**config.mk**
```make
export PLATFORM = sky130hd
export DESIGN_NAME = heap_root_ctrl
export DESIGN_NICKNAME = d
export VERILOG_FILES = /design/src/rtl/heap_root_ctrl.sv
export SDC_FILE = /design/constraint.sdc
export NUM_CORES = 1
export LEC_CHECK = 0
export CAP_MARGIN = 40
export CORE_UTILIZATION = 35
export DETAILED_ROUTE_END_ITERATION = 7
export PLACE_DENSITY_LB_ADDON = 0.15
export SETUP_SLACK_MARGIN = 0.15
export SYNTH_ARGS = -nofsm -noshare
export SYNTH_HDL_FRONTEND = slang
export SYNTH_SLANG_ARGS = --single-unit
```
**constraint.sdc**
```tcl
create_clock -name clk -period 2.9 [get_ports clk]
set_input_delay 0.29 -clock clk [delete_from_list [all_inputs] [get_ports clk]]
set_output_delay 0.29 -clock clk [all_outputs]
set_load 0.02 [all_outputs]
```
**src/rtl/heap_root_ctrl.sv**
```systemverilog
// ---------------------------------------------------------------------------
// heap_root_ctrl
//
// Root stage of the pipelined heap sorter. The current minimum lives in a
// register (root). While filling, each new sample is compared against the
// root. The smaller value stays at the root and the larger one is pushed down
// to level 1 as an insert op. While draining, the root is presented on the
// output stream. Each time it is consumed, a delete-min op is sent to level 1,
// which later returns the replacement minimum.
//
// Ports
//   clk, rst      clock, synchronous active-high reset
//   clk_en        global stall; nothing advances while low
//   in_*          input sample stream (valid/ready, last marks batch end)
//   out_*         sorted output stream, ascending (valid/ready, last)
//   low_out*      op towards level 1 (value, one-cycle strobe, 1 = delete)
//   low_in*       replacement minimum returned by level 1
//   ready_in      level 1 can accept a new op
//   err           sticky: level 1 returned a value that was not requested
// ---------------------------------------------------------------------------
module heap_root_ctrl #(
    parameter int DW     = 8,
    parameter int LEVELS = 4,
    parameter int CW     = $clog2(1 << (LEVELS + 1))
) (
    input  logic          clk,
    input  logic          rst,
    input  logic          clk_en,
    input  logic [DW-1:0] in_data,
    input  logic          in_valid,
    input  logic          in_last,
    output logic          in_ready,
    output logic [DW-1:0] out_data,
    output logic          out_valid,
    output logic          out_last,
    input  logic          out_ready,
    output logic [DW-1:0] low_out,
    output logic          low_out_val,
    output logic          low_out_del,
    input  logic [DW-1:0] low_in,
    input  logic          low_in_val,
    input  logic          ready_in,
    output logic          err
);

    // Total capacity: root plus the levels beneath it.
    localparam int DEPTH = (1 << (LEVELS + 1)) - 1;

    localparam logic [CW-1:0] DEPTH_C = CW'(DEPTH);
    localparam logic [CW-1:0] ONE_C   = CW'(1);
    localparam logic [CW-1:0] ZERO_C  = '0;

    typedef enum logic [1:0] {
        FILL  = 2'd0,
        DRAIN = 2'd1,
        WAIT  = 2'd2
    } state_t;

    state_t          state_reg, state_next;
    logic [CW-1:0]   count_reg, count_next;
    logic [DW-1:0]   root_reg, root_next;
    logic [DW-1:0]   low_out_reg, low_out_next;
    logic            low_out_val_reg, low_out_val_next;
    logic            low_out_del_reg, low_out_del_next;
    logic            err_reg, err_next;

    // Conditions shared by the output decode and the next-state logic.
    logic            fill_open;
    logic            drain_fire;
    logic            count_is_zero;
    logic            count_is_one;
    logic            in_smaller;

    assign count_is_zero = (count_reg == ZERO_C);
    assign count_is_one  = (count_reg == ONE_C);

    // Tie goes to the incoming sample being pushed down, so a strict compare.
    assign in_smaller = (in_data < root_reg);

    // ---------------------------------------------------------------------
    // State register
    // ---------------------------------------------------------------------
    always_ff @(posedge clk) begin
        if (rst) begin
            state_reg       <= FILL;
            count_reg       <= '0;
            root_reg        <= '0;
            low_out_reg     <= '0;
            low_out_val_reg <= 1'b0;
            low_out_del_reg <= 1'b0;
            err_reg         <= 1'b0;
        end else if (clk_en) begin
            state_reg       <= state_next;
            count_reg       <= count_next;
            root_reg        <= root_next;
            low_out_reg     <= low_out_next;
            low_out_val_reg <= low_out_val_next;
            low_out_del_reg <= low_out_del_next;
            err_reg         <= err_next;
        end
    end

    // ---------------------------------------------------------------------
    // Next-state and output decode
    // ---------------------------------------------------------------------
    always_comb begin
        state_next       = state_reg;
        count_next       = count_reg;
        root_next        = root_reg;
        low_out_next     = low_out_reg;
        low_out_val_next = 1'b0;          // op strobe lasts one enabled cycle
        low_out_del_next = low_out_del_reg;
        err_next         = err_reg;

        // An insert needs level 1 ready only when something is pushed down,
        // i.e. when the root is already occupied.
        fill_open = (state_reg == FILL) && clk_en && !rst &&
                    (count_reg < DEPTH_C) && (count_is_zero || ready_in);

        // Consuming the root needs level 1 ready unless it is the last item,
        // because every other consume triggers a delete-min.
        drain_fire = (state_reg == DRAIN) && clk_en && out_ready &&
                     (count_is_one || ready_in);

        in_ready  = fill_open;
        out_valid = (state_reg == DRAIN);
        out_last  = (state_reg == DRAIN) && count_is_one;
        out_data  = root_reg;
        low_out   = low_out_reg;
        low_out_del = low_out_del_reg;
        // The registered strobe is held across a stall but hidden from level 1
        // so it is seen for exactly one enabled cycle.
        low_out_val = low_out_val_reg && clk_en;
        err         = err_reg;

        if (clk_en) begin
            unique case (state_reg)
                FILL: begin
                    if (low_in_val) begin
                        err_next = 1'b1;
                    end
                    if (in_valid && fill_open) begin
                        count_next = count_reg + ONE_C;
                        if (count_is_zero) begin
                            root_next = in_data;
                        end else begin
                            low_out_val_next = 1'b1;
                            low_out_del_next = 1'b0;
                            if (in_smaller) begin
                                root_next    = in_data;
                                low_out_next = root_reg;
                            end else begin
                                low_out_next = in_data;
                            end
                        end
                        if (in_last || (count_reg + ONE_C == DEPTH_C)) begin
                            state_next = DRAIN;
                        end
                    end
                end

                DRAIN: begin
                    if (low_in_val) begin
                        err_next = 1'b1;
                    end
                    if (drain_fire) begin
                        if (count_is_one) begin
                            count_next = '0;
                            state_next = FILL;
                        end else begin
                            count_next       = count_reg - ONE_C;
                            low_out_val_next = 1'b1;
                            low_out_del_next = 1'b1;
                            state_next       = WAIT;
                        end
                    end
                end

                WAIT: begin
                    if (low_in_val) begin
                        root_next  = low_in;
                        state_next = DRAIN;
                    end
                end

                default: begin
                    state_next = FILL;
                end
            endcase
        end
    end

endmodule

```
==> metrics.txt, run 1 <==
Multi-input gate area 1250 sq um; die span in x 75.3 um; final critical-path required period 2.51 ns; half-perimeter wire length of the detailed placement result 3570 um; number of antenna violations at the first check in global routing 0; starting density of the core 0.366; overall via count from detail_route 1,783; initial drt markers 112; Register Area 520 sq um; ratio of routed vias to standard cells 5.34; number of hold-repair buffers added at the cts stage 0; transition at the pin with the smallest max-transition slack 0.647 ns; number of port buffers 45; largest net degree at the start of global routing 36; leakage component of the power 0.896 nW; category of the most critical setup path flop to output port; setup-violating endpoint count in the final report 0; clock buffer depth 2; Nets 301; Synth-to-Final Area Change 31.8%; final weighted congestion of routability-driven global placement 0.806; clock sink count 26; synthesized instance count 222; share of synthesized registers carrying an async set or reset 0; worst slew margin relative to its limit 0.569; CTS tree built; CP startpoint kind flop; number of global-route vias before repair 1,725; Cell Pwr Density 395 nW/um^2; Sw Share 0.297; internal power 688 uW; # Post-CTS Setup Buffers 0; final hold viol count 0; portion of the post-synthesis area used by sequential elements 0.277; Post-Syn Nets 258; row cnt 26; Hold Path Class flop to flop; share of the clock period used by the worst path after layout 0.867; number of violations of the max-capacitance limit 0; TNS Setup 0 ns; H-tree level count 1; clock tree skew after final layout 0.00304 ns; Reg power frac 0.405; Psw 291 uW; Clock transition at path regs 0.10 ns; layout filler cell count 528; global-route wire length before repair 8190 um; total DRC errors in the routed layout 0; flip-flop and latch count after synthesis 26; CTS buffer count 3; remaining antenna violation count 0; average footprint of a synthesized cell 8.48 sq um; Combinational Power Share 0.275; result of the run finished, final reports clean; Unique masters post-synth 53; commonest cells after routing, fill and taps aside 45 x clkdlybuf4s50_1, 29 x nor2_1, 26 x dfxtp_1, 15 x o21ai_0, 14 x inv_1; WP data required 2.61 ns; routed wire length 4870 um; remaining global-route overflow 0; total global routing track utilization 0.187; share of layout cells above drive strength 1 0.117; maximum fanout along the worst path 13; prevailing post-synth register cell dfxtp_1; final antenna diode count 0; latest clock arrival within the worst-skew pair 0.28 ns; endpoint kind of the worst setup timing path output port; end-of-flow core utilization 0.482; router iterations before antenna repair 4; number of primary I/O pins 46; Die Y 75.3 um; FMAX 398 MHz; most frequent standard cell in the layout excluding fill and tap cells clkdlybuf4s50_1; series of cell instances along the critical path and3_4, a311oi_4, and3b_1, clkdlybuf4s50_1; Max stage delay on crit path 0.60 ns; Synth Warn # 0; cell chosen for the clock root clkbuf_8; maximum resistive drop on vdd 234 uV; synthesized area 1880 sq um; Final Max Tran Viols 0; floorplan die area 5670 sq um; area inside the core boundary 5140 sq um; clock network power share 0.320; number of flops mapped to enable cells by yosys 0; Crit-path slowest cell clkdlybuf4s50_1; signal arrival time at the worst endpoint 2.22 ns; RSZ-0062 raised after global routing no; routed wire length per instance 14.6 um
stage by stage:
stage                     hold slack, ns  area, sq um  cells  worst slack, ns  total power [mW]
after global routing               0.503         2480    334            0.263              1.03
after detailed placement           0.447         2400    330            0.201             0.672
after floorplan                    0.431         1880    222            0.537             0.568
after global placement             0.448         2400    330            0.237             0.672
final                              0.460         2480    334            0.386             0.979
after CTS                          0.462         2470    334            0.248             0.982
repair_timing:
item                                    CTS  global route
gates resized for setup                   0             1
endpoints found under the setup margin    0             1
endpoints found under the hold margin     0             0
worst max-delay path: cells and delay by family, from the launching register on:
kind | cells | cell delay, ns
and+or+nand+nor | 2 | 0.47
AOI/OAI and AO/OA | 1 | 0.41
buffers and inverters | 1 | 0.60
DFF | 1 | 0.47
layer usage:
layer | wire [um] | GRT usage | up-vias
met2 | 2160 | 0.304 | 47
met3 | 191 | 0.0185 | 4
met5 | 0 | 0 | -
li1 | - | - | 901
met4 | 56 | 0.0494 | 0
met1 | 2460 | 0.266 | 831
power by group through the flow:
stage,Combinational [mW],Sequential [mW],Clock (mW)
finish,0.269,0.396,0.313
global route,0.299,0.399,0.330
CTS,0.270,0.395,0.316
detailed placement,0.269,0.403,0
global placement,0.268,0.404,0
floorplan,0.160,0.408,0
layout make-up:
cell class | instances | area share
Multi-Input combinational cell | 169 | 0.505
Tap cell | 70 | 0.0353
Timing Repair Buffer | 51 | 0.200
Clock buffer | 3 | 0.0166
Clock inverter | 1 | 0.0121
Inverter | 14 | 0.0212
Sequential cell | 26 | 0.210
cells in the mapped netlist (4+ instances only):
library cell,instances,share of area
clkbuf_1,6,0.012
nand2_1,8,0.016
mux2i_1,8,0.043
inv_1,14,0.028
a21oi_1,11,0.029
o21ai_0,15,0.040
mux2_4,8,0.064
dfxtp_1,26,0.28
nand3_1,9,0.024
buf_2,4,0.011
nor3_1,4,0.011
ha_1,12,0.080
a31oi_1,4,0.013
a311oi_1,8,0.037
nor2_1,29,0.058
worst paths after layout:
kind,startpoint,endpoint,slack (ns),cells past startpoint
min reg2reg,low_out_del$_SDFFE_PP0P_,low_out_del$_SDFFE_PP0P_,0.46,2
max,count_reg[2]$_SDFFE_PP0P_,in_ready,0.39,4
min,low_out_del$_SDFFE_PP0P_,low_out_del$_SDFFE_PP0P_,0.46,2
max reg2reg,count_reg[2]$_SDFFE_PP0P_,out_data[1]$_SDFFE_PP0P_,0.51,5
kinds of logic after synthesis:
family | count (synthesis) | synth area share
flip-flops | 26 | 0.277
AND/OR/NAND/NOR | 74 | 0.206
AO/OA/AOI/OAI | 63 | 0.247
buffers and inverters | 27 | 0.0625
adder cells (fa/ha/maj) | 12 | 0.0798
XOR/XNOR | 2 | 0.00931
multiplexers | 18 | 0.118
Power figures use the tool's default switching activity.
==> run 2, diff against run 1 <==
Settings changed: MAX_ROUTING_LAYER set to met4.
==> metrics.txt, run 2 (synthesis results as in run 1) <==
result of the run finished, final reports clean (unchanged); area inside the core boundary 5140 sq um (unchanged); ratio of routed vias to standard cells 5.36 (was 5.34); share of the clock period used by the worst path after layout 0.868 (was 0.867); final critical-path required period 2.52 ns (was 2.51 ns); clock buffer depth 2 (unchanged); final antenna diode count 0 (unchanged); Hold Path Class flop to flop (unchanged); setup-violating endpoint count in the final report 0 (unchanged); maximum fanout along the worst path 13 (unchanged); number of port buffers 45 (unchanged); Max stage delay on crit path 0.60 ns (about the same); total global routing track utilization 0.193 (was 0.187); Final Max Tran Viols 0 (unchanged); die span in x 75.3 um (unchanged); filler-free cell count of the finished design 334 (unchanged); number of primary I/O pins 46 (unchanged); remaining global-route overflow 0 (unchanged); largest net degree at the start of global routing 36 (unchanged); Crit-path slowest cell clkdlybuf4s50_1 (unchanged); floorplan die area 5670 sq um (unchanged); number of antenna violations at the first check in global routing 0 (unchanged); final hold viol count 0 (unchanged); Multi-input gate area 1250 sq um (unchanged); leakage component of the power 0.896 nW (unchanged); number of global-route vias before repair 1,726 (was 1,725); FMAX 397 MHz (was 398 MHz); transition at the pin with the smallest max-transition slack 0.643 ns (was 0.647 ns); routed wire length per instance 14.6 um (about the same); global-route track usage on met1 0.269 (was 0.266); total of cells resized after clock tree synthesis 0 (unchanged); overall via count from detail_route 1,790 (was 1,783); Cell Pwr Density 395 nW/um^2 (about the same); hold path depth 2 (unchanged); routed wire length 4880 um (was 4870 um); cell chosen for the clock root clkbuf_8 (unchanged); series of cell instances along the critical path and3_4, a311oi_4, and3b_1, clkdlybuf4s50_1 (unchanged); Register Area 520 sq um (unchanged); commonest cells after routing, fill and taps aside 45 x clkdlybuf4s50_1, 29 x nor2_1, 26 x dfxtp_1, 15 x o21ai_0, 14 x inv_1 (unchanged); latest clock arrival within the worst-skew pair 0.28 ns (about the same); global routing met2 resource utilization 0.304 (unchanged); number of hold-repair buffers added at the cts stage 0 (unchanged); remaining antenna violation count 0 (unchanged); RSZ-0062 raised after global routing no (unchanged); Synth-to-Final Area Change 31.8% (unchanged); row cnt 26 (unchanged); global-route wire length before repair 8200 um (was 8190 um); WP data required 2.61 ns (about the same); CP startpoint kind flop (unchanged); share of layout cells above drive strength 1 0.117 (unchanged); Nets 301 (unchanged); most frequent standard cell in the layout excluding fill and tap cells clkdlybuf4s50_1 (unchanged); H-tree level count 1 (unchanged); total DRC errors in the routed layout 0 (unchanged); worst slew margin relative to its limit 0.572 (was 0.569); Placed Cells incl. Taps 330 (unchanged); category of the most critical setup path flop to output port (unchanged); clock sink count 26 (unchanged); Die Y 75.3 um (unchanged); signal arrival time at the worst endpoint 2.23 ns (was 2.22 ns); CTS tree built (unchanged); maximum resistive drop on vdd 235 uV (was 234 uV); layout filler cell count 528 (unchanged); most heavily used metal layer in global routing met2 (unchanged); startpoint of the most critical register-to-register path count_reg[2]$_SDFFE_PP0P_ (unchanged); starting density of the core 0.366 (unchanged); number of violations of the max-capacitance limit 0 (unchanged); half-perimeter wire length of the detailed placement result 3570 um (unchanged); Critical Path Start count_reg[2]$_SDFFE_PP0P_ (unchanged); hold path startpoint low_out_del$_SDFFE_PP0P_ (unchanged); r2r worst-path depth 5 (unchanged); GRT met3 Usage 0.0159 (was 0.0185); # Post-CTS Setup Buffers 0 (unchanged); clock tree skew after final layout 0.00304 ns (about the same); router iterations before antenna repair 4 (unchanged); TNS Setup 0 ns (unchanged); endpoint kind of the worst setup timing path output port (unchanged); Clock transition at path regs 0.10 ns (about the same); worst hold slack across all endpoints 0.460 ns (about the same); CTS buffer count 3 (unchanged); final weighted congestion of routability-driven global placement 0.817 (was 0.806); initial drt markers 102 (was 112)
## run 2: cell counts in the layout (fill, tap and decap cells not counted)
Identical to the previous run, type by type.
## run 2: power by group
group	internal, mW	switching [mW]
Sequential	0.373	0.0230
Clock	0.185	0.129
Combinational	0.130	0.139
Total	0.688	0.291
## run 2: worst paths after layout
kind	slack [ns]	to
worst max-delay path	0.38	in_ready
worst min-delay path	0.46	low_out_del$_SDFFE_PP0P_
worst max register to register	0.50	out_data[1]$_SDFFE_PP0P_
worst min register to register	0.46	low_out_del$_SDFFE_PP0P_
## run 2: layout make-up
cell class | instances | area share
Multi-Input combinational cell | 169 | 0.505
Sequential cell | 26 | 0.210
Timing Repair Buffer | 51 | 0.200
Tap cell | 70 | 0.0353
Inverter | 14 | 0.0212
Clock buffer | 3 | 0.0166
Clock inverter | 1 | 0.0121
## run 2: worst max-delay path: cells and delay by family, from the launching register on
family	cells	cell delay, ns
compound gates	1	0.41
buf+inv	1	0.60
simple gates	2	0.47
flops	1	0.47
## run 2: per-stage QoR
step	utilization	setup WS, ns	cell area (sq um)	total power, mW
final	0.482	0.384	2480	0.979
after global routing	0.482	0.263	2480	1.03
after CTS	0.481	0.248	2470	0.982
after detailed placement	0.467	0.201	2400	0.672
after global placement	0.467	0.237	2400	0.672
after floorplan	-	0.537	1880	0.568
## run 2: per-layer routing
| layer | routed length, um | part of all wire | vias up |
|---|---|---|---|
| met3 | 173 | 0.035 | 4 |
| met1 | 2500 | 0.51 | 838 |
| met5 | 0 | 0 | - |
| met4 | 56 | 0.011 | 0 |
| met2 | 2150 | 0.44 | 46 |
| li1 | - | - | 902 |
==> run 3, diff against run 2 <==
--- a/config.mk
+++ b/config.mk
@@ -8,2 +8,3 @@
 export CAP_MARGIN = 40
+export CORE_ASPECT_RATIO = 1.4
 export CORE_UTILIZATION = 35
--- a/constraint.sdc
+++ b/constraint.sdc
@@ -3,2 +3,2 @@
 set_output_delay 0.29 -clock clk [all_outputs]
-set_load 0.02 [all_outputs]
+set_load 0.1 [all_outputs]
==> metrics.txt, run 3 (synthesis results as in run 1) <==
result of the run finished, final reports clean (unchanged); CTS tree built (unchanged); filler-free cell count of the finished design 330 (was 334); most frequent standard cell in the layout excluding fill and tap cells nor2_1 (was clkdlybuf4s50_1); total of cells resized after clock tree synthesis 0 (unchanged); CP startpoint kind flop (unchanged); H-tree level count 1 (unchanged); global-route wire length before repair 7940 um (was 8200 um); Synth-to-Final Area Change 27.9% (was 31.8%); overall via count from detail_route 1,787 (was 1,790); final hold viol count 0 (unchanged); initial drt markers 151 (was 102); total global routing track utilization 0.186 (was 0.193); endpoint kind of the worst setup timing path flop (was output port); final weighted congestion of routability-driven global placement 0.829 (was 0.817); Nets 302 (was 301); Hold Path Class flop to flop (unchanged); final antenna diode count 0 (unchanged); largest net degree at the start of global routing 36 (unchanged); share of the clock period used by the worst path after layout 0.855 (was 0.868); commonest cells after routing, fill and taps aside 29 x nor2_1, 28 x buf_4, 23 x clkdlybuf4s50_1, 21 x dfxtp_1, 15 x o21ai_0 (was 45 x clkdlybuf4s50_1, 29 x nor2_1, 26 x dfxtp_1, 15 x o21ai_0, 14 x inv_1); FMAX 403 MHz (was 397 MHz); share of layout cells above drive strength 1 0.220 (was 0.117); remaining global-route overflow 0 (unchanged); row cnt 31 (was 26); area inside the core boundary 5160 sq um (was 5140 sq um); leakage component of the power 0.935 nW (was 0.896 nW); total DRC errors in the routed layout 0 (unchanged); routed wire length 4940 um (was 4880 um); routed wire length per instance 15.0 um (was 14.6 um); number of violations of the max-capacitance limit 0 (unchanged); WP data required 3.06 ns (was 2.61 ns); remaining antenna violation count 0 (unchanged); number of antenna violations at the first check in global routing 0 (unchanged); starting density of the core 0.365 (was 0.366); Placed Cells incl. Taps 327 (was 330); post-route total power 963 uW (was 979 uW); CTS buffer count 3 (unchanged); # Post-CTS Setup Buffers 0 (unchanged); maximum resistive drop on vdd 158 uV (was 235 uV); signal arrival time at the worst endpoint 2.64 ns (was 2.23 ns); number of global-route vias before repair 1,717 (was 1,726); clock sink count 26 (unchanged); setup-violating endpoint count in the final report 0 (unchanged); cell chosen for the clock root clkbuf_8 (unchanged); die span in x 64.0 um (was 75.3 um); end-of-flow core utilization 0.467 (was 0.482); latest clock arrival within the worst-skew pair 0.28 ns (about the same); half-perimeter wire length of the detailed placement result 3740 um (was 3570 um); RSZ-0062 raised after global routing no (unchanged); worst slew margin relative to its limit 0.562 (was 0.572); clock buffer depth 2 (unchanged); number of primary I/O pins 46 (unchanged); layout filler cell count 527 (was 528); floorplan die area 5680 sq um (was 5670 sq um); final critical-path required period 2.48 ns (was 2.52 ns); number of hold-repair buffers added at the cts stage 0 (unchanged); Die Y 88.8 um (was 75.3 um); Cell Pwr Density 400 nW/um^2 (was 395 nW/um^2); maximum fanout along the worst path 9 (was 13); category of the most critical setup path flop to flop (was flop to output port); TNS Setup 0 ns (unchanged); transition at the pin with the smallest max-transition slack 0.658 ns (was 0.643 ns); Clock transition at path regs 0.10 ns (about the same); number of port buffers 45 (unchanged); ratio of routed vias to standard cells 5.42 (was 5.36); clock tree skew after final layout 0.0123 ns (was 0.00304 ns); Final Max Tran Viols 0 (unchanged); router iterations before antenna repair 4 (unchanged)
-- run 3: cell types whose count changed in the layout (fill, tap and decap cells not counted), moves of 5 or more --
cell and delta:
dfxtp_1 -5, buf_4 +22, dfxtp_2 +5, clkdlybuf4s50_1 -22
-- run 3: layout make-up --
class | count | area, sq um | area share
tap | 66 | 82.6 | 0.0343
sequential | 26 | 527 | 0.219
clock buffer | 3 | 41.3 | 0.0172
inverter | 14 | 52.6 | 0.0218
multi-input combinational | 169 | 1240 | 0.517
timing repair buffer | 52 | 460 | 0.191
-- run 3: metrics by stage --
| stage | area (sq um) | setup slack, ns | hold WS, ns |
|---|---|---|---|
| after floorplan | 1890 | 0.153 | 0.431 |
| after global placement | 2370 | 0.241 | 0.447 |
| after detailed placement | 2370 | 0.194 | 0.456 |
| after CTS | 2410 | 0.447 | 0.470 |
| after global routing | 2410 | 0.290 | 0.516 |
| final | 2410 | 0.420 | 0.467 |
-- run 3: critical path, stage by stage (launching register included) --
cell and delay (ns):
dfxtp_1 0.51, inv_1 0.15, ha_1 0.25, a21o_1 0.20, a32oi_2 0.30, a311o_1 0.59
mux2_4 0.35
-- run 3: worst paths after layout --
kind	cells past startpoint	slack, ns	from	end
min	2	0.47	low_out_del$_SDFFE_PP0P_	low_out_del$_SDFFE_PP0P_
min reg2reg	2	0.47	low_out_del$_SDFFE_PP0P_	low_out_del$_SDFFE_PP0P_
max	6	0.42	count_reg[0]$_SDFFE_PP0P_	out_data[1]$_SDFFE_PP0P_
max reg2reg	6	0.42	count_reg[0]$_SDFFE_PP0P_	out_data[1]$_SDFFE_PP0P_
-- run 3: report_power, final --
part	total [mW]	switching (mW)	internal (mW)
combinational	0.354	0.224	0.130
clock	0.214	0.120	0.0934
sequential	0.396	0.0216	0.374
-- run 3: per-layer routing --
metal | up-vias | GRT usage | wire length (um)
met2 | 42 | 0.340 | 2540
li1 | 898 | - | -
met3 | 12 | 0.0206 | 151
met4 | 0 | 0.0723 | 114
met5 | - | - | 0
met1 | 835 | 0.203 | 2130
